--- src/rtl/mem_access_ctrl_pkg.sv ---
// Shared definitions for the memory-stage access controller: FSM state codes,
// default parameters and the word-alignment helper.
package mem_access_ctrl_pkg;

    localparam int          DATA_W_DEF   = 32;
    localparam int          TIMEOUT_DEF  = 255;
    localparam logic [31:0] BAD_DATA_DEF = 32'hDEADBEEF;

    typedef logic [1:0] memState_t;

    // Encodings are shared with the hazard unit, so they must not be renumbered.
    localparam logic [1:0] ST_IDLE = 2'd0;
    localparam logic [1:0] ST_REQ  = 2'd1;
    localparam logic [1:0] ST_DONE = 2'd2;

    function automatic logic isWordAligned(input logic [1:0] lowBits);
        return lowBits == 2'b00;
    endfunction

endpackage

--- src/rtl/mem_timeout_ctr.sv ---
// 8-bit wait counter for the memory request phase; hit_o flags that the
// request has been outstanding for TIMEOUT cycles.
module mem_timeout_ctr
    import mem_access_ctrl_pkg::*;
#(
    parameter int TIMEOUT = TIMEOUT_DEF
)
(
    input  logic clk_i,
    input  logic rst_n_i,
    input  logic clear_i,
    input  logic en_i,
    output logic hit_o
);

    logic [7:0] cnt_q;
    logic [7:0] cnt_d;

    always_comb begin
        cnt_d = cnt_q;
        if (clear_i) begin
            cnt_d = 8'd0;
        end else if (en_i) begin
            cnt_d = cnt_q + 8'd1;
        end
    end

    always_ff @(posedge clk_i) begin
        if (!rst_n_i) begin
            cnt_q <= 8'd0;
        end else begin
            cnt_q <= cnt_d;
        end
    end

    assign hit_o = (cnt_q == 8'(TIMEOUT));

endmodule

--- src/rtl/mem_access_ctrl.sv ---
// MEM-stage controller: converts EMReg load/store outputs into a req/ack
// transaction with a multi-cycle data memory, stalling the pipeline meanwhile.
module mem_access_ctrl
    import mem_access_ctrl_pkg::*;
#(
    parameter int                DATA_W   = DATA_W_DEF,
    parameter int                TIMEOUT  = TIMEOUT_DEF,
    parameter logic [DATA_W-1:0] BAD_DATA = DATA_W'(BAD_DATA_DEF)
)
(
    input  logic              Clk_i,
    input  logic              Reset_n_i,
    input  logic              MemtoRegM_i,
    input  logic              MemWriteM_i,
    input  logic [DATA_W-1:0] ExecuteOutM_i,
    input  logic [DATA_W-1:0] WriteDataM_i,
    output logic              StallM_o,
    output logic [DATA_W-1:0] ReadDataM_o,
    output logic              ReadValidM_o,
    output logic              MemErr_o,
    output logic              MemReq_o,
    output logic              MemWe_o,
    output logic [DATA_W-1:0] MemAddr_o,
    output logic [DATA_W-1:0] MemWData_o,
    input  logic [DATA_W-1:0] MemRData_i,
    input  logic              MemAck_i
);

    memState_t         state_q,     state_d;
    logic              memReq_q,    memReq_d;
    logic              memWe_q,     memWe_d;
    logic [DATA_W-1:0] memAddr_q,   memAddr_d;
    logic [DATA_W-1:0] memWData_q,  memWData_d;
    logic [DATA_W-1:0] readData_q,  readData_d;
    logic              readValid_q, readValid_d;
    logic              memErr_q,    memErr_d;
    logic              isLoad_q,    isLoad_d;

    logic access;
    logic aligned;
    logic launch;
    logic ctrHit;

    assign access  = MemtoRegM_i | MemWriteM_i;
    assign aligned = isWordAligned(ExecuteOutM_i[1:0]);
    assign launch  = (state_q == ST_IDLE) && access && aligned;

    // The counter already reads 1 in the first REQ cycle, so hit lands on REQ cycle TIMEOUT.
    mem_timeout_ctr #(
        .TIMEOUT (TIMEOUT)
    ) u_timeout (
        .clk_i   (Clk_i),
        .rst_n_i (Reset_n_i),
        .clear_i ((state_q != ST_REQ) && !launch),
        .en_i    (launch || (state_q == ST_REQ)),
        .hit_o   (ctrHit)
    );

    always_comb begin
        state_d     = state_q;
        memReq_d    = memReq_q;
        memWe_d     = memWe_q;
        memAddr_d   = memAddr_q;
        memWData_d  = memWData_q;
        readData_d  = readData_q;
        readValid_d = 1'b0;
        memErr_d    = memErr_q;
        isLoad_d    = isLoad_q;

        case (state_q)
            ST_IDLE: begin
                if (access) begin
                    // A simultaneous load+store is executed as the store alone.
                    isLoad_d   = MemtoRegM_i & ~MemWriteM_i;
                    readData_d = '0;
                    if (aligned) begin
                        memAddr_d  = {ExecuteOutM_i[DATA_W-1:2], 2'b00};
                        memWData_d = WriteDataM_i;
                        memWe_d    = MemWriteM_i;
                        memReq_d   = 1'b1;
                        state_d    = ST_REQ;
                    end else begin
                        memErr_d    = 1'b1;
                        readData_d  = BAD_DATA;
                        readValid_d = MemtoRegM_i & ~MemWriteM_i;
                        state_d     = ST_DONE;
                    end
                end
            end
            ST_REQ: begin
                if (MemAck_i) begin
                    memReq_d    = 1'b0;
                    readValid_d = isLoad_q;
                    if (isLoad_q) begin
                        readData_d = MemRData_i;
                    end
                    state_d = ST_DONE;
                end else if (ctrHit) begin
                    memReq_d    = 1'b0;
                    memErr_d    = 1'b1;
                    readData_d  = BAD_DATA;
                    readValid_d = isLoad_q;
                    state_d     = ST_DONE;
                end
            end
            ST_DONE: begin
                state_d = ST_IDLE;
            end
            default: begin
                state_d = ST_IDLE;
            end
        endcase
    end

    always_ff @(posedge Clk_i) begin
        if (!Reset_n_i) begin
            state_q     <= ST_IDLE;
            memReq_q    <= 1'b0;
            memWe_q     <= 1'b0;
            memAddr_q   <= '0;
            memWData_q  <= '0;
            readData_q  <= '0;
            readValid_q <= 1'b0;
            memErr_q    <= 1'b0;
            isLoad_q    <= 1'b0;
        end else begin
            state_q     <= state_d;
            memReq_q    <= memReq_d;
            memWe_q     <= memWe_d;
            memAddr_q   <= memAddr_d;
            memWData_q  <= memWData_d;
            readData_q  <= readData_d;
            readValid_q <= readValid_d;
            memErr_q    <= memErr_d;
            isLoad_q    <= isLoad_d;
        end
    end

    // DONE releases the stall so EMReg advances on the edge that returns us to IDLE.
    assign StallM_o     = ((state_q == ST_IDLE) && access) || (state_q == ST_REQ);
    assign ReadDataM_o  = readData_q;
    assign ReadValidM_o = readValid_q;
    assign MemErr_o     = memErr_q;
    assign MemReq_o     = memReq_q;
    assign MemWe_o      = memWe_q;
    assign MemAddr_o    = memAddr_q;
    assign MemWData_o   = memWData_q;

endmodule

--- config.mk ---
export PLATFORM = sky130hd
export DESIGN_NAME = mem_access_ctrl
export DESIGN_NICKNAME = d
export VERILOG_FILES = /design/src/rtl/mem_access_ctrl_pkg.sv /design/src/rtl/mem_timeout_ctr.sv /design/src/rtl/mem_access_ctrl.sv
export SDC_FILE = /design/constraint.sdc
export NUM_CORES = 1
export LEC_CHECK = 0
export BUFFER_PORTS_ARGS = -buffer_cell sky130_fd_sc_hd__buf_4
export CAP_MARGIN = 20
export CORE_UTILIZATION = 47
export DETAILED_ROUTE_END_ITERATION = 10
export PLACE_DENSITY_LB_ADDON = 0.3
export SLEW_MARGIN = 5
export SYNTH_ARGS = -nofsm -noshare
export SYNTH_HDL_FRONTEND = slang
export SYNTH_HIERARCHICAL = 1
export SYNTH_SLANG_ARGS = --single-unit
--- constraint.sdc ---
create_clock -name Clk_i -period 2.72 [get_ports Clk_i]
set_input_delay 0.272 -clock Clk_i [delete_from_list [all_inputs] [get_ports Clk_i]]
set_output_delay 0.272 -clock Clk_i [all_outputs]
set_load 0.02 [all_outputs]
==> results.yml <==
placed_design:
  gp_congestion: 0.851
  io_buffer_count: 199
  placed_area_sq_um: 5890
  hpwl_um: 8740
critical_path:
  cp.arrival_ns: 2.48
  r2r_cells: 3
  critPathLaunchType: "flip-flop"
  path_cells: "nor2_1 > a2bb2oi_2 > o32ai_1"
  crit_slowest_cell: "a2bb2oi_2"
  worstSetupPathType: "flip-flop to flip-flop"
  path_max_fanout: 25
  rr_startpoint: "state_q[0]$_SDFFE_PN0P_"
  cpPeakStageDelay_ns: 0.87
  reg2reg_to: "ReadDataM_o[9]$_SDFFE_PN0P_"
  r2r_slack_ns: 0.44
  cp.required_ns: 2.92
  worstSetupEndpointType: "flip-flop"
timing:
  fin_crit_ns: 2.28
  rsz0062_at_grt: "false"
  setup_viol: 0
  worst_pin_slew_ns: 1.02
  max_freq_mhz: 439
  fin_crit_sh_pct: 83.7
  finalHoldViolations: 0
  finClkSkew_ns: 0.0108
  slew_headroom_pct: 31.6
  setup-tns-final_ns: 0
  report.final.slew_viol_count: 0
final_layout:
  stdcell_area_sq_um: 6070
  area_growth_pct: 35.3
  drive_gt1_share_pct: 34.5
  n_antenna_cell: 0
  final_util_pct: 65.7
  fin_nets: 783
synthesis:
  netlist_top_cells_count: "109 x dfxtp_1, 100 x a21oi_1, 66 x nand3_1"
  ys_seq_elements: 109
  syn_area_sq_um: 4480
  async_flop_share_pct: 0
  synthFlopType: "dfxtp_1"
  yosysWarnings: 6
  synth_compound_gate_area_share_pct: 27.6
  synthXorXnorAreaFrac_pct: 0.781
  synth_simple_gate_area_share_pct: 12.3
  ys_top_cells_by_area: "dfxtp_1 49%, a21oi_1 11%, nand3_1 7.4%, o21ai_1 6.7%, o32ai_1 4.7%"
  postSynthAreaPerCell_sq_um: 8.69
  yosys.area.top_type: "dfxtp_1"
  synth_top_area_share_pct: 48.7
  syn_inst: 516
  synthAdderAreaFrac_pct: 0.279
  ys_seq_area_share_pct: 48.7
  synth_top_family_by_area: "compound AO/OA/AOI/OAI gates"
  synth_cell_types: 41
  synth.most_common_cell: "dfxtp_1"
  synth_edf_count: 0
  muxShareOfSynthArea_pct: 0.530
clock_tree:
  cts_tree: "yes"
  hold_buffers: 0
  h-tree-depth: 3
  cts_resized: 0
  clkLatencyLatePin_ns: 0.37
  cts_root_buf: "clkbuf_8"
  cts_sinks: 109
  cts_buffers: 9
  clkTransAtPathRegs_ns: 0.11
  cts_setup_buffers: 0
  clockBufferDepth: 2
grt:
  overflow: 0
  grt_pass1_vias: 4212
  gr-usage-all-layers_pct: 25.2
  antenna_found_initial: 0
  grt_start_max_net_pins: 64
  grt_pass1_wl_um: 20100
worst_hold_path:
  hp-start: "WriteDataM_i[6]"
  hp-class: "input pin to flip-flop"
  hold_end: "MemWData_o[6]$_SDFFE_PN0P_"
  hold_depth: 3
route:
  drt-wirelength-per-cell_um: 15.7
  wl_um: 12800
  dr_total_vias: 4537
  drt-vias-per-instance: 5.57
  drt_pass1_iterations: 5
  drc_errors: 0
  drt_iter0_drc: 238
  antenna_left: 0
floorplan:
  dieArea_sq_um: 9940
  coreArea_sq_um: 9240
  floorplan.rows: 35
  initial_core_util_pct: 48.5
  die-width_um: 99.7
  boundaryPins: 202
  fp.dieH_um: 99.7
pwr:
  p_leak_uw: 0.00251
  p_per_area_nw_per_um2: 554
  ir_worst_vdd_uv: 357
job:
  drv_cap: 0
status:
  status: "finished, final reports clean"
critical path, delay by kind of cell, from the launching register on:
| kind | cells | cell delay, ns |
|---|---|---|
| AO/OA/AOI/OAI | 2 | 1.10 |
| AND/OR/NAND/NOR | 1 | 0.25 |
| flip-flops | 1 | 0.76 |
flip-flops by register name, summed over array words and instances, names as in the netlist:
register	count
MemReq_o	1
state_q	2
ReadValidM_o	1
u_timeout/cnt_q	8
MemWData_o	32
ReadDataM_o	32
MemErr_o	1
MemWe_o	1
MemAddr_o	30
isLoad_q	1
area by class of cell:
class,count,area [sq um]
Sequential cell,109,2180
Inverter,27,101
Clock inverter,6,45.0
Tap cell,129,161
Timing Repair Buffer,207,1570
Fill cell,766,3170
Clock buffer,10,138
Multi-Input combinational cell,327,1870
placed cells by master, fill, tap and decap left out, types with 2 or more instances in the layout:
cell type / n
buf_4: 206
dfxtp_1: 109
a21oi_1: 100
nand3_1: 66
o21ai_1: 60
inv_1: 26
o32ai_1: 24
o21ai_0: 14
nor2_1: 12
clkbuf_8: 10
a32oi_1: 8
nand2_1: 5
or2_2: 3
nand4_1: 3
xor2_1: 3
or3_1: 3
nand2b_1: 2
a211oi_1: 2
conb_1: 2
inv_6: 2
clkinv_4: 2
clkinv_2: 2
cell families after synthesis:
family                     after synthesis
adders and majority gates                1
buffers and inverters                   81
xor gates and xnor gates                 4
AOI/OAI and AO/OA                      215
muxes                                    2
DFF                                    109
and+or+nand+nor                        103
other                                    1
power breakdown:
part / internal (uW) / switching [uW]
Clock: 366 / 558
Combinational: 303 / 388
Sequential: 1690 / 59.3
Total: 2360 / 1010
stage by stage:
stage	instances	setup slack, ns	hold WS (ns)	total power [uW]
3_5_place_dp	799	0.507	0.448	2470
2_1_floorplan	517	0.685	0.369	2170
6_report	815	0.443	0.151	3360
4_1_cts	815	0.510	0.135	3380
5_1_grt	815	0.275	0.135	3510
3_3_place_gp	799	0.619	0.442	2460
per-layer routing:
layer	up-vias	global-route usage (%)	routed length, um
met3	34	7.03	977
met1	2108	30.9	5180
met2	198	40.8	6220
li1	2197	-	-
met4	0	12.1	401
met5	-	0	0
how the worst max path moves through the flow:
stage / start / endpoint / slack [ns] / depth (start not counted)
2_1_floorplan: state_q[0]$_SDFFE_PN0P_ / u_timeout/cnt_q[7]$_SDFFE_PP0P_ / 0.68 / 9
3_3_place_gp: u_timeout/cnt_q[0]$_SDFFE_PP0P_ / ReadDataM_o[18]$_SDFFE_PN0P_ / 0.62 / 6
4_1_cts: state_q[0]$_SDFFE_PN0P_ / ReadDataM_o[9]$_SDFFE_PN0P_ / 0.51 / 3
6_report: state_q[0]$_SDFFE_PN0P_ / ReadDataM_o[9]$_SDFFE_PN0P_ / 0.44 / 3
5_1_grt: state_q[0]$_SDFFE_PN0P_ / ReadDataM_o[0]$_SDFFE_PN0P_ / 0.27 / 3
3_5_place_dp: state_q[0]$_SDFFE_PN0P_ / ReadDataM_o[18]$_SDFFE_PN0P_ / 0.51 / 3
(Power assumes the default switching activity.)
